File: src/rtl/wb_port_arbiter.sv
// wb_port_arbiter: round-robin Wishbone B3 arbiter, WB_PORTS masters onto one slave port.
// Whole bus cycles (CYC high to CYC low) are granted; the granted master is routed
// combinationally. Define WB_ARB_TIMEOUT_EN to add the hung-cycle watchdog (ERR/HOLD).
module wb_port_arbiter #(
    parameter int unsigned WB_PORTS = 3,
    parameter int unsigned TIMEOUT  = 255
) (
    input  logic                   wb_clk,
    input  logic                   wb_rst_n,
    input  logic [WB_PORTS*32-1:0] wbs_adr_i,
    input  logic [WB_PORTS*32-1:0] wbs_dat_i,
    input  logic [WB_PORTS*4-1:0]  wbs_sel_i,
    input  logic [WB_PORTS*3-1:0]  wbs_cti_i,
    input  logic [WB_PORTS*2-1:0]  wbs_bte_i,
    input  logic [WB_PORTS-1:0]    wbs_we_i,
    input  logic [WB_PORTS-1:0]    wbs_stb_i,
    input  logic [WB_PORTS-1:0]    wbs_cyc_i,
    output logic [WB_PORTS*32-1:0] wbs_dat_o,
    output logic [WB_PORTS-1:0]    wbs_ack_o,
    output logic [WB_PORTS-1:0]    wbs_err_o,
    output logic [31:0]            wbm_adr_o,
    output logic [31:0]            wbm_dat_o,
    output logic [3:0]             wbm_sel_o,
    output logic [2:0]             wbm_cti_o,
    output logic [1:0]             wbm_bte_o,
    output logic                   wbm_we_o,
    output logic                   wbm_stb_o,
    output logic                   wbm_cyc_o,
    input  logic [31:0]            wbm_dat_i,
    input  logic                   wbm_ack_i,
    input  logic                   wbm_err_i,
    output logic [WB_PORTS-1:0]    grant_o,
    output logic                   busy_o
);

    localparam int unsigned IW = $clog2(WB_PORTS);

    if (WB_PORTS < 2 || WB_PORTS > 8) begin : g_bad_ports
        $error("wb_port_arbiter: WB_PORTS must be 2..8");
    end
    if (TIMEOUT < 1 || TIMEOUT > 65535) begin : g_bad_timeout
        $error("wb_port_arbiter: TIMEOUT must be 1..65535");
    end

`ifdef WB_ARB_TIMEOUT_EN
    typedef enum logic [1:0] {StIdle, StGrant, StErr, StHold} state_e;
    logic [15:0]   r_wd;
`else
    typedef enum logic [1:0] {StIdle, StGrant} state_e;
`endif

    state_e        r_state;
    logic [WB_PORTS-1:0] r_grant;
    logic [IW-1:0] r_last;
    logic [IW-1:0] r_gidx;
    logic          w_found;
    logic [IW-1:0] w_next;
    logic [IW-1:0] w_idx;
    logic          w_gcyc;
    logic          w_gstb;

    assign w_gcyc  = wbs_cyc_i[r_gidx];
    assign w_gstb  = wbs_stb_i[r_gidx];
    assign grant_o = r_grant;
    assign busy_o  = (r_state != StIdle);

    // Round-robin search: first requester after the last granted port, wrapping.
    always_comb begin
        w_found = 1'b0;
        w_next  = r_last;
        w_idx   = '0;
        for (int unsigned i = 1; i <= WB_PORTS; i++) begin
            w_idx = IW'((32'(r_last) + i) % WB_PORTS);
            if (!w_found && wbs_cyc_i[w_idx]) begin
                w_found = 1'b1;
                w_next  = w_idx;
            end
        end
    end

    // Arbitration FSM with registered one-hot grant and watchdog.
    always_ff @(posedge wb_clk or negedge wb_rst_n) begin
        if (!wb_rst_n) begin
            r_state <= StIdle;
            r_grant <= '0;
            r_last  <= IW'(WB_PORTS - 1);
            r_gidx  <= '0;
`ifdef WB_ARB_TIMEOUT_EN
            r_wd    <= '0;
`endif
        end else begin
            unique case (r_state)
                StIdle: begin
                    if (w_found) begin
                        r_state <= StGrant;
                        r_grant <= {{(WB_PORTS-1){1'b0}}, 1'b1} << w_next;
                        r_last  <= w_next;
                        r_gidx  <= w_next;
                    end
                end
                StGrant: begin
                    if (!w_gcyc) begin
                        r_state <= StIdle;
                        r_grant <= '0;
`ifdef WB_ARB_TIMEOUT_EN
                        r_wd    <= '0;
                    end else if (w_gstb && !wbm_ack_i && !wbm_err_i) begin
                        if (r_wd == 16'(TIMEOUT - 1)) begin
                            r_state <= StErr;
                            r_wd    <= '0;
                        end else begin
                            r_wd <= r_wd + 16'd1;
                        end
                    end else begin
                        r_wd <= '0;
`endif
                    end
                end
`ifdef WB_ARB_TIMEOUT_EN
                StErr: begin
                    r_state <= StHold;
                end
                StHold: begin
                    if (!w_gcyc) begin
                        r_state <= StIdle;
                        r_grant <= '0;
                    end
                end
`endif
                default: begin
                    r_state <= StIdle;
                    r_grant <= '0;
                end
            endcase
        end
    end

    // Combinational routing of the granted master to the slave and back.
    always_comb begin
        wbs_dat_o = {WB_PORTS{wbm_dat_i}};
        wbs_ack_o = '0;
        wbs_err_o = '0;
        wbm_adr_o = '0;
        wbm_dat_o = '0;
        wbm_sel_o = '0;
        wbm_cti_o = '0;
        wbm_bte_o = '0;
        wbm_we_o  = 1'b0;
        wbm_stb_o = 1'b0;
        wbm_cyc_o = 1'b0;
        if (r_state != StIdle) begin
            wbm_adr_o = wbs_adr_i[32'(r_gidx)*32 +: 32];
            wbm_dat_o = wbs_dat_i[32'(r_gidx)*32 +: 32];
            wbm_sel_o = wbs_sel_i[32'(r_gidx)*4 +: 4];
            wbm_cti_o = wbs_cti_i[32'(r_gidx)*3 +: 3];
            wbm_bte_o = wbs_bte_i[32'(r_gidx)*2 +: 2];
            wbm_we_o  = wbs_we_i[r_gidx];
        end
        if (r_state == StGrant) begin
            // CYC follows the master so release drops it in the same cycle.
            wbm_cyc_o         = w_gcyc;
            wbm_stb_o         = w_gstb & w_gcyc;
            wbs_ack_o[r_gidx] = wbm_ack_i;
            wbs_err_o[r_gidx] = wbm_err_i;
        end
`ifdef WB_ARB_TIMEOUT_EN
        // Abort pulse; any late slave ACK is swallowed.
        if (r_state == StErr) begin
            wbs_err_o[r_gidx] = 1'b1;
        end
`endif
    end

endmodule

File: config.mk
export PLATFORM = sky130hd
export DESIGN_NAME = wb_port_arbiter
export DESIGN_NICKNAME = d
export VERILOG_FILES = /design/src/rtl/wb_port_arbiter.sv
export SDC_FILE = /design/constraint.sdc
export NUM_CORES = 1
export LEC_CHECK = 0
export BUFFER_PORTS_ARGS = -buffer_cell sky130_fd_sc_hd__buf_2
export CORE_AREA = 2 2 173 175
export CTS_CLUSTER_SIZE = 10
export DETAILED_ROUTE_END_ITERATION = 10
export DIE_AREA = 0 0 175 177
export PLACE_DENSITY = 0.47
export SETUP_SLACK_MARGIN = 0.05
export SLEW_MARGIN = 10
export SYNTH_ARGS = -nofsm -noshare
export SYNTH_HDL_FRONTEND = slang
export SYNTH_SLANG_ARGS = --single-unit
File: constraint.sdc
create_clock -name wb_clk -period 2.6 [get_ports wb_clk]
set_clock_uncertainty 0.05 [all_clocks]
set_input_delay 0.26 -clock wb_clk [delete_from_list [all_inputs] [get_ports wb_clk]]
set_output_delay 0.26 -clock wb_clk [all_outputs]
set_load 0.1 [all_outputs]
==> impl_metrics.env <==
export IMPL_status="finished, final reports clean"
export IMPL_cp_common_cell="mux2_4"
export IMPL_die_area_um2=30980
export IMPL_gp_congestion=0.7401
export IMPL_synthAdderAreaFrac_pct=1.599
export IMPL_final_common_cell="buf_2"
export IMPL_synth_top_family_by_area="buffers and inverters"
export IMPL_cp_top_family="compound AO/OA/AOI/OAI gates"
export IMPL_die_h_um=177
export IMPL_drtPass1Iterations=4
export IMPL_hold_path_class="in -> async"
export IMPL_cp_data_arrival_time_ns=2.51
export IMPL_start_util_pct=10.70
export IMPL_final_max_slew_violation_count=0
export IMPL_end_kind="register"
export IMPL_area_growth_pct=102.4
export IMPL_period_minus_slack_ns=2.444
export IMPL_io_pins=446
export IMPL_required_ns=2.66
export IMPL_cts_reportedPaths_clkPinSlew_ns=0.04
export IMPL_layout_common_cells="241 x buf_2, 88 x nor2_1, 81 x buf_12, 78 x mux2i_1, 74 x a21oi_1"
export IMPL_ys_warn_count=0
export IMPL_drcViolationCount=0
export IMPL_route_vias_total=4018
export IMPL_fillers=3253
export IMPL_avgSynthCellArea_um2=6.259
export IMPL_clkLatencyLatePin_ns=0.23
export IMPL_wire_per_inst_um=13.09
export IMPL_seq_area_frac_synth_pct=5.638
export IMPL_critPathKind="reg -> reg"
export IMPL_cts_sinks=7
export IMPL_stdcell_area_um2=6332
export IMPL_placed_cell_area_um2=6196
export IMPL_fmax_mhz=409.2
export IMPL_setup_viol=0
export IMPL_cts_root_buf="clkbuf_16"
export IMPL_grt_max_degree=79
export IMPL_finalCritPeriodShare_pct=94.00
export IMPL_yosys_register_bits=7
export IMPL_ff2ff_path_depth=7
export IMPL_finalNetCount=979
export IMPL_seqCellArea_um2=182.7
export IMPL_synth_simple_area_share_pct=23.03
export IMPL_core_area_um2=29240
export IMPL_antenna_left=0
export IMPL_htreeDepth=1
export IMPL_synthArstFlopShare_pct=100.0
export IMPL_antenna_found_initial=0
export IMPL_cts_tree="built"
export IMPL_slowest_stage="dfstp_2"
export IMPL_synth_xor_area_share_pct=0
export IMPL_grt_overflow_total=0
export IMPL_yosysUniqueCellTypes=30
export IMPL_cpPeakStageDelay_ns=0.58
export IMPL_critPathLaunchType="register"
export IMPL_cts_made_buffers=3
export IMPL_antennaDiodeCount=0
export IMPL_grt_pass1_vias=3899
export IMPL_cts_path_max_buffers=2
export IMPL_hpwl_um=12290
export IMPL_syn_area_um2=3129
export IMPL_track_usage_pct=8.484
export IMPL_path_cells="ha_4 -> mux2_4 -> mux2_4 -> o311a_1 -> o221a_1 -> buf_4 -> a22o_1"
export IMPL_worstSetupPathDepth=7
export IMPL_rows=63
export IMPL_rsz0062_at_grt="false"
export IMPL_wl_um=14400
export IMPL_drt_iter0_markers=112
export IMPL_synthCells=500
export IMPL_port_buffers=317
export IMPL_worstMarginPinSlew_ns=0.6997
export IMPL_yosys_mux_area_fraction_pct=26.23
export IMPL_synth_edf_count=0
export IMPL_timing_max_cap_violations=0
export IMPL_die_w_um=175
export IMPL_drive_above_1_share_pct=60.56
export IMPL_synth_nets=768
export IMPL_hold_viol=0
export IMPL_grt_pass1_wl_um=20840
export IMPL_relSlewSlack_pct=53.36
export IMPL_synth_flop_cell="dfrtp_1"
export IMPL_path_buf_inv=1
export IMPL_crit_path_max_fanout=5
export IMPL_multiInputGateArea_um2=2624
export IMPL_synth_compound_area_share_pct=15.91
export IMPL_via_per_inst=3.653
## per-layer routing
metal	GRT usage (%)	vias up	share of wire [%]	wire [um]
met2	15.96	218	52	7554
met3	1.847	38	8.4	1207
met1	9.371	1773	36	5205
li1	-	1989	-	-
met5	0	-	0	0
met4	2.917	0	3.0	435
## state kept, by name, indices dropped and copies added, names as in the netlist
signal and cells:
grant_o 3, r_gidx 1, r_last 2, r_state 1
## synth_stat cells, drive strengths merged, types with 2 or more instances
cell type | n | area share (%)
nor2 | 165 | 20
and3 | 2 | 0.40
o22ai | 2 | 0.40
o31ai | 2 | 0.48
buf | 104 | 24
inv | 4 | 0.48
nand2 | 4 | 0.48
or2 | 2 | 0.40
dfrtp | 6 | 4.8
clkbuf | 26 | 3.1
o21ai | 5 | 0.80
mux2 | 2 | 0.96
mux2i | 79 | 25
nor2b | 3 | 0.60
ha | 4 | 1.6
nand2b | 3 | 0.60
a21oi | 74 | 12
nor3 | 2 | 0.32
## worst register-to-register path: stages, from the launching register on
cell and delay [ns]:
dfstp_2 0.58, ha_4 0.15, mux2_4 0.29, mux2_4 0.29, o311a_1 0.35, o221a_1 0.26
buf_4 0.15, a22o_1 0.20
## repair_timing
item / 4_1_cts / 5_1_grt
hold buffers: 1 / 0
gates resized for setup: 3 / 5
setup buffers: 0 / 2
hold endpoints to repair: 6 / 0
pin swaps: 0 / 2
endpoints found under the setup margin: 1 / 6
## per-stage QoR
stage               utilization, %  setup TNS (ns)  hold slack, ns  setup WS, ns  instances
finish                       21.65               0          0.3501        0.1560       1100
global route                 21.65               0          0.3753       0.05728       1100
CTS                          21.57               0          0.3505       0.08365       1098
detailed placement           21.19               0         0.05888       0.04187       1093
global placement             21.19               0         0.05519       0.07116       1093
floorplan                        -         -0.3624        -0.08559       -0.1884        500
## kinds of logic (layout without fill, tap and decap cells)
group	count (synthesis)	count (layout)
and+or+nand+nor	183	183
buffers and inverters	134	344
AOI/OAI and AO/OA	91	91
DFF	7	7
muxes	81	81
adders and majority gates	4	4
## path summary, 6_finish.rpt
check / to / slack (ns) / start
worst max-delay path: grant_o[0]$_DFFE_PN0P_ / 0.16 / r_last[1]$_DFFE_PN1P_
worst min-delay path: r_state[0]$_DFFE_PN0P_ / 0.35 / wb_rst_n
worst max register to register: grant_o[0]$_DFFE_PN0P_ / 0.16 / r_last[1]$_DFFE_PN1P_
worst min register to register: grant_o[1]$_DFFE_PN0P_ / 0.45 / grant_o[1]$_DFFE_PN0P_
max in group asynchronous: r_last[1]$_DFFE_PN1P_ / 1.92 / wb_rst_n
min in group wb_clk: grant_o[1]$_DFFE_PN0P_ / 0.45 / grant_o[1]$_DFFE_PN0P_
## area by class of cell
cell class / count / share of cell area (%)
timing repair buffer: 336 / 46.41
multi-input combinational: 359 / 41.43
tap: 390 / 7.706
sequential: 7 / 2.885
clock buffer: 4 / 1.245
inverter: 4 / 0.3161
Power is left out: the tool's default activity adds up to more than one toggle a clock period on the data nets, which glitch-free logic cannot reach.
